<file path="src/rtl/debug_cmd_rx_pkg.sv">
// Shared debug-channel definitions for the host->CPU command parser.
//   - Command type encodings presented on cmd_type.
//   - ASCII constants for line framing and command letters (lowercase only).
//   - Parser state enumeration.
package debug_cmd_rx_pkg;

   localparam logic [1:0] DBG_CMD_CONT  = 2'd0;
   localparam logic [1:0] DBG_CMD_PAUSE = 2'd1;
   localparam logic [1:0] DBG_CMD_STEP  = 2'd2;
   localparam logic [1:0] DBG_CMD_BREAK = 2'd3;

   localparam logic [7:0] ASCII_LF = 8'h0A;
   localparam logic [7:0] ASCII_CR = 8'h0D;
   localparam logic [7:0] ASCII_SP = 8'h20;
   localparam logic [7:0] ASCII_C  = 8'h63;
   localparam logic [7:0] ASCII_P  = 8'h70;
   localparam logic [7:0] ASCII_S  = 8'h73;
   localparam logic [7:0] ASCII_B  = 8'h62;

   typedef enum logic [2:0] {
      ST_IDLE = 3'd0,   // expecting a command letter
      ST_SEP  = 3'd1,   // after 's'/'b', expecting a single space
      ST_ARG  = 3'd2,   // collecting hex argument digits
      ST_EOL  = 3'd3,   // after 'c'/'p', expecting end of line
      ST_SKIP = 3'd4,   // malformed line, discarding to '\n'
      ST_HOLD = 3'd5    // decoded command presented, waiting for consumer
   } parse_state_e;

endpackage

</file>
<file path="src/rtl/debug_hex_nibble.sv">
// Combinational ASCII hex-digit decoder.
// Ports:
//   char_in  in  8  ASCII byte
//   is_hex   out 1  byte is '0'-'9', 'a'-'f' or 'A'-'F'
//   nibble   out 4  value of the digit (0 when is_hex=0)
module debug_hex_nibble (
   input  logic [7:0] char_in,
   output logic       is_hex,
   output logic [3:0] nibble
);

   always_comb begin
      is_hex = 1'b0;
      nibble = 4'd0;
      if (char_in >= 8'h30 && char_in <= 8'h39) begin
         is_hex = 1'b1;
         nibble = char_in[3:0];
      end else if ((char_in >= 8'h61 && char_in <= 8'h66) ||
                   (char_in >= 8'h41 && char_in <= 8'h46)) begin
         // 'a'/'A' have low nibble 1, so adding 9 yields 10..15
         is_hex = 1'b1;
         nibble = char_in[3:0] + 4'd9;
      end
   end

endmodule

</file>
<file path="src/rtl/debug_cmd_rx.sv">
// Host->CPU half of the UART debug channel: parses one text command per
// '\n'-terminated line ("c", "p", "s <hex>", "b <hex>") and presents the
// decoded command with a valid/ready handshake.
// Ports:
//   clk        in   1   system clock
//   rst        in   1   asynchronous active-high reset
//   rdy        in   1   global enable; low freezes all state
//   in_valid   in   1   received byte available
//   in_data    in   8   received ASCII byte
//   in_ready   out  1   byte accepted when in_valid & in_ready
//   cmd_valid  out  1   decoded command held
//   cmd_type   out  2   DBG_CMD_* encoding
//   cmd_arg    out  4*ARG_DIGITS  argument (0 for c/p)
//   cmd_ready  in   1   consumer takes command when cmd_valid & cmd_ready
//   parse_err  out  1   one-cycle pulse when a malformed line is discarded
module debug_cmd_rx
   import debug_cmd_rx_pkg::*;
#(
   parameter int ARG_DIGITS = 8
) (
   input  logic                    clk,
   input  logic                    rst,
   input  logic                    rdy,
   input  logic                    in_valid,
   input  logic [7:0]              in_data,
   output logic                    in_ready,
   output logic                    cmd_valid,
   output logic [1:0]              cmd_type,
   output logic [4*ARG_DIGITS-1:0] cmd_arg,
   input  logic                    cmd_ready,
   output logic                    parse_err
);

   localparam int ARG_W = 4 * ARG_DIGITS;
   localparam int CNT_W = 4;
   localparam logic [CNT_W-1:0] MAX_DIGITS = CNT_W'(ARG_DIGITS);

   parse_state_e     state_q, state_d;
   logic [1:0]       type_q, type_d;
   logic [ARG_W-1:0] arg_q, arg_d;
   logic [CNT_W-1:0] cnt_q, cnt_d;
   logic             err_q, err_d;

   logic             accept;
   logic             is_hex;
   logic [3:0]       nibble;

   debug_hex_nibble u_hex (
      .char_in (in_data),
      .is_hex  (is_hex),
      .nibble  (nibble)
   );

   // State and datapath registers
   always_ff @(posedge clk or posedge rst) begin
      if (rst) begin
         state_q <= ST_IDLE;
         type_q  <= DBG_CMD_CONT;
         arg_q   <= '0;
         cnt_q   <= '0;
         err_q   <= 1'b0;
      end else begin
         state_q <= state_d;
         type_q  <= type_d;
         arg_q   <= arg_d;
         cnt_q   <= cnt_d;
         err_q   <= err_d;
      end
   end

   // Next-state and datapath update
   always_comb begin
      state_d = state_q;
      type_d  = type_q;
      arg_d   = arg_q;
      cnt_d   = cnt_q;
      // err_d defaults low every cycle so the pulse never stretches, even
      // if rdy drops right after the offending '\n'.
      err_d   = 1'b0;
      accept  = in_valid & in_ready;

      if (rdy) begin
         if (state_q == ST_HOLD) begin
            if (cmd_ready) state_d = ST_IDLE;
         end else if (accept && in_data != ASCII_CR) begin
            unique case (state_q)
               ST_IDLE: begin
                  if (in_data == ASCII_C || in_data == ASCII_P) begin
                     type_d  = (in_data == ASCII_C) ? DBG_CMD_CONT : DBG_CMD_PAUSE;
                     arg_d   = '0;
                     state_d = ST_EOL;
                  end else if (in_data == ASCII_S || in_data == ASCII_B) begin
                     type_d  = (in_data == ASCII_S) ? DBG_CMD_STEP : DBG_CMD_BREAK;
                     arg_d   = '0;
                     cnt_d   = '0;
                     state_d = ST_SEP;
                  end else if (in_data != ASCII_LF) begin
                     state_d = ST_SKIP;
                  end
               end
               ST_SEP: begin
                  if (in_data == ASCII_SP) begin
                     state_d = ST_ARG;
                  end else if (in_data == ASCII_LF) begin
                     err_d   = 1'b1;
                     state_d = ST_IDLE;
                  end else begin
                     state_d = ST_SKIP;
                  end
               end
               ST_ARG: begin
                  if (is_hex) begin
                     if (cnt_q == MAX_DIGITS) begin
                        state_d = ST_SKIP;
                     end else begin
                        arg_d = {arg_q[ARG_W-5:0], nibble};
                        cnt_d = cnt_q + 1'b1;
                     end
                  end else if (in_data == ASCII_LF) begin
                     if (cnt_q != '0) begin
                        state_d = ST_HOLD;
                     end else begin
                        err_d   = 1'b1;
                        state_d = ST_IDLE;
                     end
                  end else begin
                     state_d = ST_SKIP;
                  end
               end
               ST_EOL: begin
                  state_d = (in_data == ASCII_LF) ? ST_HOLD : ST_SKIP;
               end
               ST_SKIP: begin
                  if (in_data == ASCII_LF) begin
                     err_d   = 1'b1;
                     state_d = ST_IDLE;
                  end
               end
               default: state_d = ST_IDLE;
            endcase
         end
      end
   end

   // Outputs
   always_comb begin
      in_ready  = rdy & (state_q != ST_HOLD);
      cmd_valid = (state_q == ST_HOLD);
      cmd_type  = type_q;
      cmd_arg   = arg_q;
      parse_err = err_q;
   end

endmodule
</file>
<file path="config.mk">
export PLATFORM = sky130hd
export DESIGN_NAME = debug_cmd_rx
export DESIGN_NICKNAME = d
export VERILOG_FILES = /design/src/rtl/debug_cmd_rx_pkg.sv /design/src/rtl/debug_hex_nibble.sv /design/src/rtl/debug_cmd_rx.sv
export SDC_FILE = /design/constraint.sdc
export NUM_CORES = 1
export LEC_CHECK = 0
export CORE_MARGIN = 4
export CORE_UTILIZATION = 50
export DETAILED_ROUTE_END_ITERATION = 6
export HOLD_SLACK_MARGIN = 0.08
export PLACE_DENSITY = 0.74
export SLEW_MARGIN = 20
export SYNTH_ARGS = -nofsm -noshare
export SYNTH_HDL_FRONTEND = slang
export SYNTH_SLANG_ARGS = --single-unit
</file>
<file path="constraint.sdc">
create_clock -name clk -period 6.8 [get_ports clk]
set_clock_uncertainty 0.2 [all_clocks]
set_input_delay 1.36 -clock clk [delete_from_list [all_inputs] [get_ports clk]]
set_output_delay 1.36 -clock clk [all_outputs]
set_load 0.02 [all_outputs]
</file>
==> flow_summary.ini, run 1 <==
[floorplanning]
row_count = 25
start_util = 0.5176
die_width_um = 77.93
ios = 50
die_y_um = 77.93
die_area_um2 = 6072
core_area_um2 = 4723

[pwr]
ir_drop_v = 0.0001000
finalPower_mw = 0.7264
power_density_nw_per_um2 = 239.7
p_leak_nw = 1.419

[clock_tree]
clock_sinks = 42
cts_tree = built
cts_root_buf = clkbuf_8
cts_buffers = 5
clk_pin_slew_ns = 0.08
post_cts_buffers = 0
clk_path_buf_depth = 2
insertion_delay_ns = 0.29
h-tree-depth = 2
hold_buffers = 0
ctsResizeCount = 0

[global_routing]
grt_pass1_vias = 1832
grt_util_all_layers = 0.1811
grt_antenna_before_repair = 0
grt_pass1_wl_mm = 8.852
grt_max_degree = 43
grt_remaining_overflow = 0

[yosys]
ys_async_sr_fraction = 1.000
synth_warnings = 0
ys_dominant_reg_cell = dfrtp_1
postSynthAreaPerCell_um2 = 10.10
syn-cell-area_um2 = 2445
yosysSeqAreaShare = 0.4299
synth-seq-cells = 42
syn_inst = 242
ys_types = 48
syn-num-nets = 261
synth_edf_count = 0

[routing]
postRouteAntennaNets = 0
routed-via-count = 1881
initialDrtViolationCount = 145
drc = 0
viasPerCell = 5.299
post_drt_wl_per_cell_um = 14.21
finalWirelength_mm = 5.044
firstDrtPassIters = 4

[sta]
finalHoldViolations = 0
drv_slew = 0
fmax_mhz = 223.4
setup_viol_count_final = 0
grt_setup_unrepaired = false
period_share = 0.6581
maxSlewHeadroom = 0.4701
finalSetupTns_ns = 0
tightestPinTransition_ns = 0.7949
period_needed_ns = 4.475

[worst_setup_path]
cp-endpoint = cmd_arg[29]$_DFFE_PP0P_
reg2reg_depth = 5
crit_path_end_kind = flip-flop
r2r_slack_ns = 3.77
rr_endpoint = cmd_arg[29]$_DFFE_PP0P_
crit_arrival_ns = 4.45
r2r_start = state_q[0]$_DFFE_PP0P_
start_kind = input pin
critPathKind = input pin to flip-flop
worstPathRequired_ns = 6.78
startpoint = in_data[0]
critPathMaxFanout = 32

[placed_design]
placed_cells = 347
postPlaceCellArea_um2 = 2942
hpwl_mm = 3.661
globalplace.congestion = 0.9097
io_buffers = 49

[flow_run]
timing.max_cap.violations = 0

[layout]
syn_to_final_growth_pct = 23.95
final_cell_count_no_fill = 355
nets = 306
drive_gt1_frac = 0.1146
n_antenna_cell = 0
final_cell_area_um2 = 3030

[hold_path]
hold_path.class = flip-flop to flip-flop

[run_status]
outcome = complete, no violations
-- sequential cells by signal (all words and copies together), names as in the netlist --
signal / flops
cmd_arg: 32
cnt_q: 4
state_q: 3
cmd_type: 2
parse_err: 1
-- Yosys cell counts, drive strengths merged (4+ instances only) --
master  count  share of area
o21ai       4         0.0082
ha          6          0.031
nand2      29          0.045
mux2       19           0.11
clkbuf      7          0.011
nand3       8          0.016
a21oi       5          0.010
buf         5          0.024
dfrtp      42           0.43
nor4b       4          0.017
mux2i      19          0.078
or3         6          0.015
nor2       19          0.029
inv        29          0.045
-- metal layers --
layer,global-route usage,wire length [um],vias up
met5,0,0,-
met4,0.05070,46,0
met3,0.03828,278,4
met2,0.3022,2466,53
met1,0.2376,2253,892
li1,-,-,932
-- layout make-up --
class / instances / area [um^2]
timing repair buffer: 50 / 498.0
inverter: 29 / 108.9
sequential: 42 / 1051
multi-input combinational: 159 / 1202
clock inverter: 2 / 13.76
fill: 392 / 1693
clock buffer: 6 / 72.57
tap: 67 / 83.83
-- worst min-delay path by stage --
stage | start | end | slack, ns | cells after the start
floorplan | cnt_q[3]$_DFFE_PP0P_ | cnt_q[3]$_DFFE_PP0P_ | 0.27 | 1
global placement | cmd_arg[29]$_DFFE_PP0P_ | cmd_arg[29]$_DFFE_PP0P_ | 0.29 | 1
detailed placement | cmd_arg[29]$_DFFE_PP0P_ | cmd_arg[29]$_DFFE_PP0P_ | 0.29 | 1
CTS | cmd_arg[29]$_DFFE_PP0P_ | cmd_arg[29]$_DFFE_PP0P_ | 0.31 | 1
global route | cmd_type[1]$_DFFE_PP0P_ | cmd_type[1]$_DFFE_PP0P_ | 0.34 | 1
finish | cmd_arg[29]$_DFFE_PP0P_ | cmd_arg[29]$_DFFE_PP0P_ | 0.31 | 1
-- kinds of logic (layout without fill, tap and decap cells) --
family / after synthesis / in the layout / share of synthesized area
AO/OA/AOI/OAI: 30 / 30 / 0.09161
XOR/XNOR: 1 / 1 / 0.003583
adder cells (fa/ha/maj): 6 / 6 / 0.03071
buffers and inverters: 41 / 87 / 0.07932
flip-flops: 42 / 42 / 0.4299
multiplexers: 38 / 38 / 0.1868
AND/OR/NAND/NOR: 84 / 84 / 0.1781
-- per-stage QoR --
| stage | worst slack, ns | hold WS (ns) | utilization |
|---|---|---|---|
| finish | 2.325 | 0.3076 | 0.6416 |
| floorplan | 3.073 | 0.2730 | - |
| CTS | 2.039 | 0.3115 | 0.6411 |
| global placement | 1.808 | 0.2883 | 0.6228 |
| global route | 2.196 | 0.3407 | 0.6416 |
| detailed placement | 1.728 | 0.2938 | 0.6228 |
-- cell usage in the layout, fill, tap and decap left out, types with 3 or more instances in the layout --
| master | count |
|---|---|
| o41ai_1 | 3 |
| a21oi_1 | 5 |
| ha_1 | 6 |
| mux2i_1 | 19 |
| nor3_1 | 3 |
| o21ai_0 | 3 |
| nor2_1 | 19 |
| nand3_1 | 8 |
| inv_1 | 28 |
| mux2_4 | 14 |
| or3_1 | 6 |
| clkbuf_8 | 5 |
| nor4b_1 | 3 |
| nand2_1 | 29 |
| clkdlybuf4s50_1 | 49 |
| mux2_2 | 5 |
| dfrtp_1 | 42 |
-- critical path, cell delays in order --
cell	delay (ns)
clkdlybuf4s50_1	0.55
inv_1	0.10
ha_1	0.26
or3b_1	0.40
and3_1	0.23
or3_1	0.45
or3b_4	0.68
mux2_2	0.40
-- power by group --
| part | internal (mW) | switching (mW) |
|---|---|---|
| registers | 0.287 | 0.0315 |
| clock network | 0.0725 | 0.0848 |
| logic | 0.116 | 0.135 |
No activity file was read; power rests on OpenSTA's default activity.
==> inputs of run 2 (changes only) <==
--- a/config.mk
+++ b/config.mk
@@ -6,10 +6,10 @@
 export NUM_CORES = 1
 export LEC_CHECK = 0
 export CORE_MARGIN = 4
-export CORE_UTILIZATION = 50
+export CORE_UTILIZATION = 46
 export DETAILED_ROUTE_END_ITERATION = 6
 export HOLD_SLACK_MARGIN = 0.08
-export PLACE_DENSITY = 0.74
+export PLACE_DENSITY = 0.72
 export SLEW_MARGIN = 20
 export SYNTH_ARGS = -nofsm -noshare
 export SYNTH_HDL_FRONTEND = slang
==> constraint.sdc (replaced) <==
create_clock -name clk -period 3.8 [get_ports clk]
set_clock_uncertainty 0.2 [all_clocks]
set_input_delay 0.76 -clock clk [delete_from_list [all_inputs] [get_ports clk]]
set_output_delay 0.76 -clock clk [all_outputs]
set_load 0.02 [all_outputs]
==> run 2 against run 1 <==
Clock-buffer cell count is 1 lower. Wire length is 4.9% higher. Final cell count is 4.5% higher. Highest routed layer unchanged. Design area is 5.4% higher. Core utilization is 2.0 points lower. Hold slack better by 0.0088 ns.
==> flow_summary.ini, run 2 (synthesized netlist as in run 1, its figures left out) <==
[clock_tree]
post_cts_buffers = 0
h-tree-depth = 2
clk_pin_slew_ns = 0.08
cts_root_buf = clkbuf_8
clk_path_buf_depth = 2
ctsResizeCount = 0
hold_buffers = 0
clock_sinks = 42
insertion_delay_ns = 0.29
cts_tree = built
cts_buffers = 5

[worst_setup_path]
start_kind = input pin
r2r_start = cnt_q[0]$_DFFE_PP0P_
critPathMaxFanout = 22
startpoint = in_data[0]
crit_arrival_ns = 3.40
critPathKind = input pin to flip-flop
crit_path_end_kind = flip-flop
worstPathRequired_ns = 3.79

[placed_design]
io_buffers = 49
hpwl_mm = 4.003
pre_cts_slack_ns = 0.09563
globalplace.congestion = 0.8758

[pwr]
intPower_mw = 0.9952
pwr-share-clk = 0.290
seq_power_share = 0.391
pwr-share-comb = 0.318
switching_share = 0.3141
switching_power_mw = 0.4558
finalPower_mw = 1.451
power_density_nw_per_um2 = 454.4
ir_drop_v = 0.0001906
p_leak_nw = 1.511

[sta]
maxSlewHeadroom = 0.5658
period_needed_ns = 3.410
finalHoldViolations = 0
setup_viol_count_final = 0
grt_setup_unrepaired = false
fmax_mhz = 293.2
finalSetupTns_ns = 0
drv_slew = 0
layout_setup_ws_ns = 0.3896
period_share = 0.8975
tightestPinTransition_ns = 0.6497

[layout]
syn_to_final_growth_pct = 30.60
drive_gt1_frac = 0.1595
layout_common_cells = clkdlybuf4s50_1, dfrtp_1, nand2_1
multi_input_area_um2 = 1200
register_area_um2 = 1051
nets = 319
fill_cells = 460
final_common_cell = clkdlybuf4s50_1
largest_reg_flops = 32
n_antenna_cell = 0

[global_routing]
grt_antenna_before_repair = 0
grt_remaining_overflow = 0
grt_util_all_layers = 0.1804
grt_max_degree = 30
grt_pass1_vias = 2009
grt_pass1_wl_mm = 9.321

[floorplanning]
die_width_um = 80.91
ios = 50
die_area_um2 = 6546
die_y_um = 80.91
core_area_um2 = 5140
start_util = 0.4757
row_count = 26

[routing]
postRouteAntennaNets = 0
finalWirelength_mm = 5.290
firstDrtPassIters = 4
post_drt_wl_per_cell_um = 14.26
routed-via-count = 1970
initialDrtViolationCount = 73
viasPerCell = 5.310
drc = 0

[flow_run]
timing.max_cap.violations = 0

[run_status]
outcome = complete, no violations

[hold_path]
hold_start = cmd_arg[30]$_DFFE_PP0P_
hold_path.class = flip-flop to flip-flop
-- run 2: stage by stage --
step / util / cells / hold slack (ns) / instance area [um^2]
2_1_floorplan: - / 242 / 0.2730 / 2445
3_3_place_gp: 0.5945 / 363 / 0.2926 / 3055
3_5_place_dp: 0.5945 / 363 / 0.2956 / 3055
4_1_cts: 0.6212 / 371 / 0.3194 / 3193
5_1_grt: 0.6212 / 371 / 0.3375 / 3193
6_report: 0.6212 / 371 / 0.3164 / 3193
-- run 2: power by group through the flow --
stage,combinational [mW],sequential [mW],clock (mW)
2_1_floorplan,0.243,0.622,0
3_3_place_gp,0.458,0.575,0
3_5_place_dp,0.464,0.577,0
4_1_cts,0.467,0.567,0.432
5_1_grt,0.511,0.577,0.449
6_report,0.462,0.568,0.421
-- run 2: worst max-delay path, stage by stage --
cell and delay, ns:
clkdlybuf4s50_1 0.54, inv_1 0.09, ha_1 0.21, or3b_1 0.39
and3_1 0.20, or3_1 0.39, or3b_2 0.25, buf_12 0.20
mux2_2 0.35
-- run 2: layout make-up --
class                      count  area share
timing repair buffer          63      0.1904
tap                           70     0.02743
clock inverter                 3     0.02155
clock buffer                   5     0.02155
multi-input combinational    159      0.3758
inverter                      29     0.03409
sequential                    42      0.3292
-- run 2: per-layer routing --
layer | up-vias | global-route usage | wire length [um]
li1 | 949 | - | -
met1 | 955 | 0.2189 | 2247
met2 | 57 | 0.3194 | 2654
met3 | 9 | 0.03548 | 308
met4 | 0 | 0.05912 | 80
met5 | - | 0 | 0
-- run 2: worst paths after layout --
kind / end / slack [ns] / cells after the start
min in group asynchronous: state_q[1]$_DFFE_PP0P_ / 0.66 / 2
worst max-delay path: cmd_arg[29]$_DFFE_PP0P_ / 0.39 / 9
max in group asynchronous: cmd_arg[18]$_DFFE_PP0P_ / 2.11 / 3
worst min-delay path: cmd_arg[30]$_DFFE_PP0P_ / 0.32 / 1
worst max register to register: cmd_arg[1]$_DFFE_PP0P_ / 0.95 / 8
worst min register to register: cmd_arg[30]$_DFFE_PP0P_ / 0.32 / 1
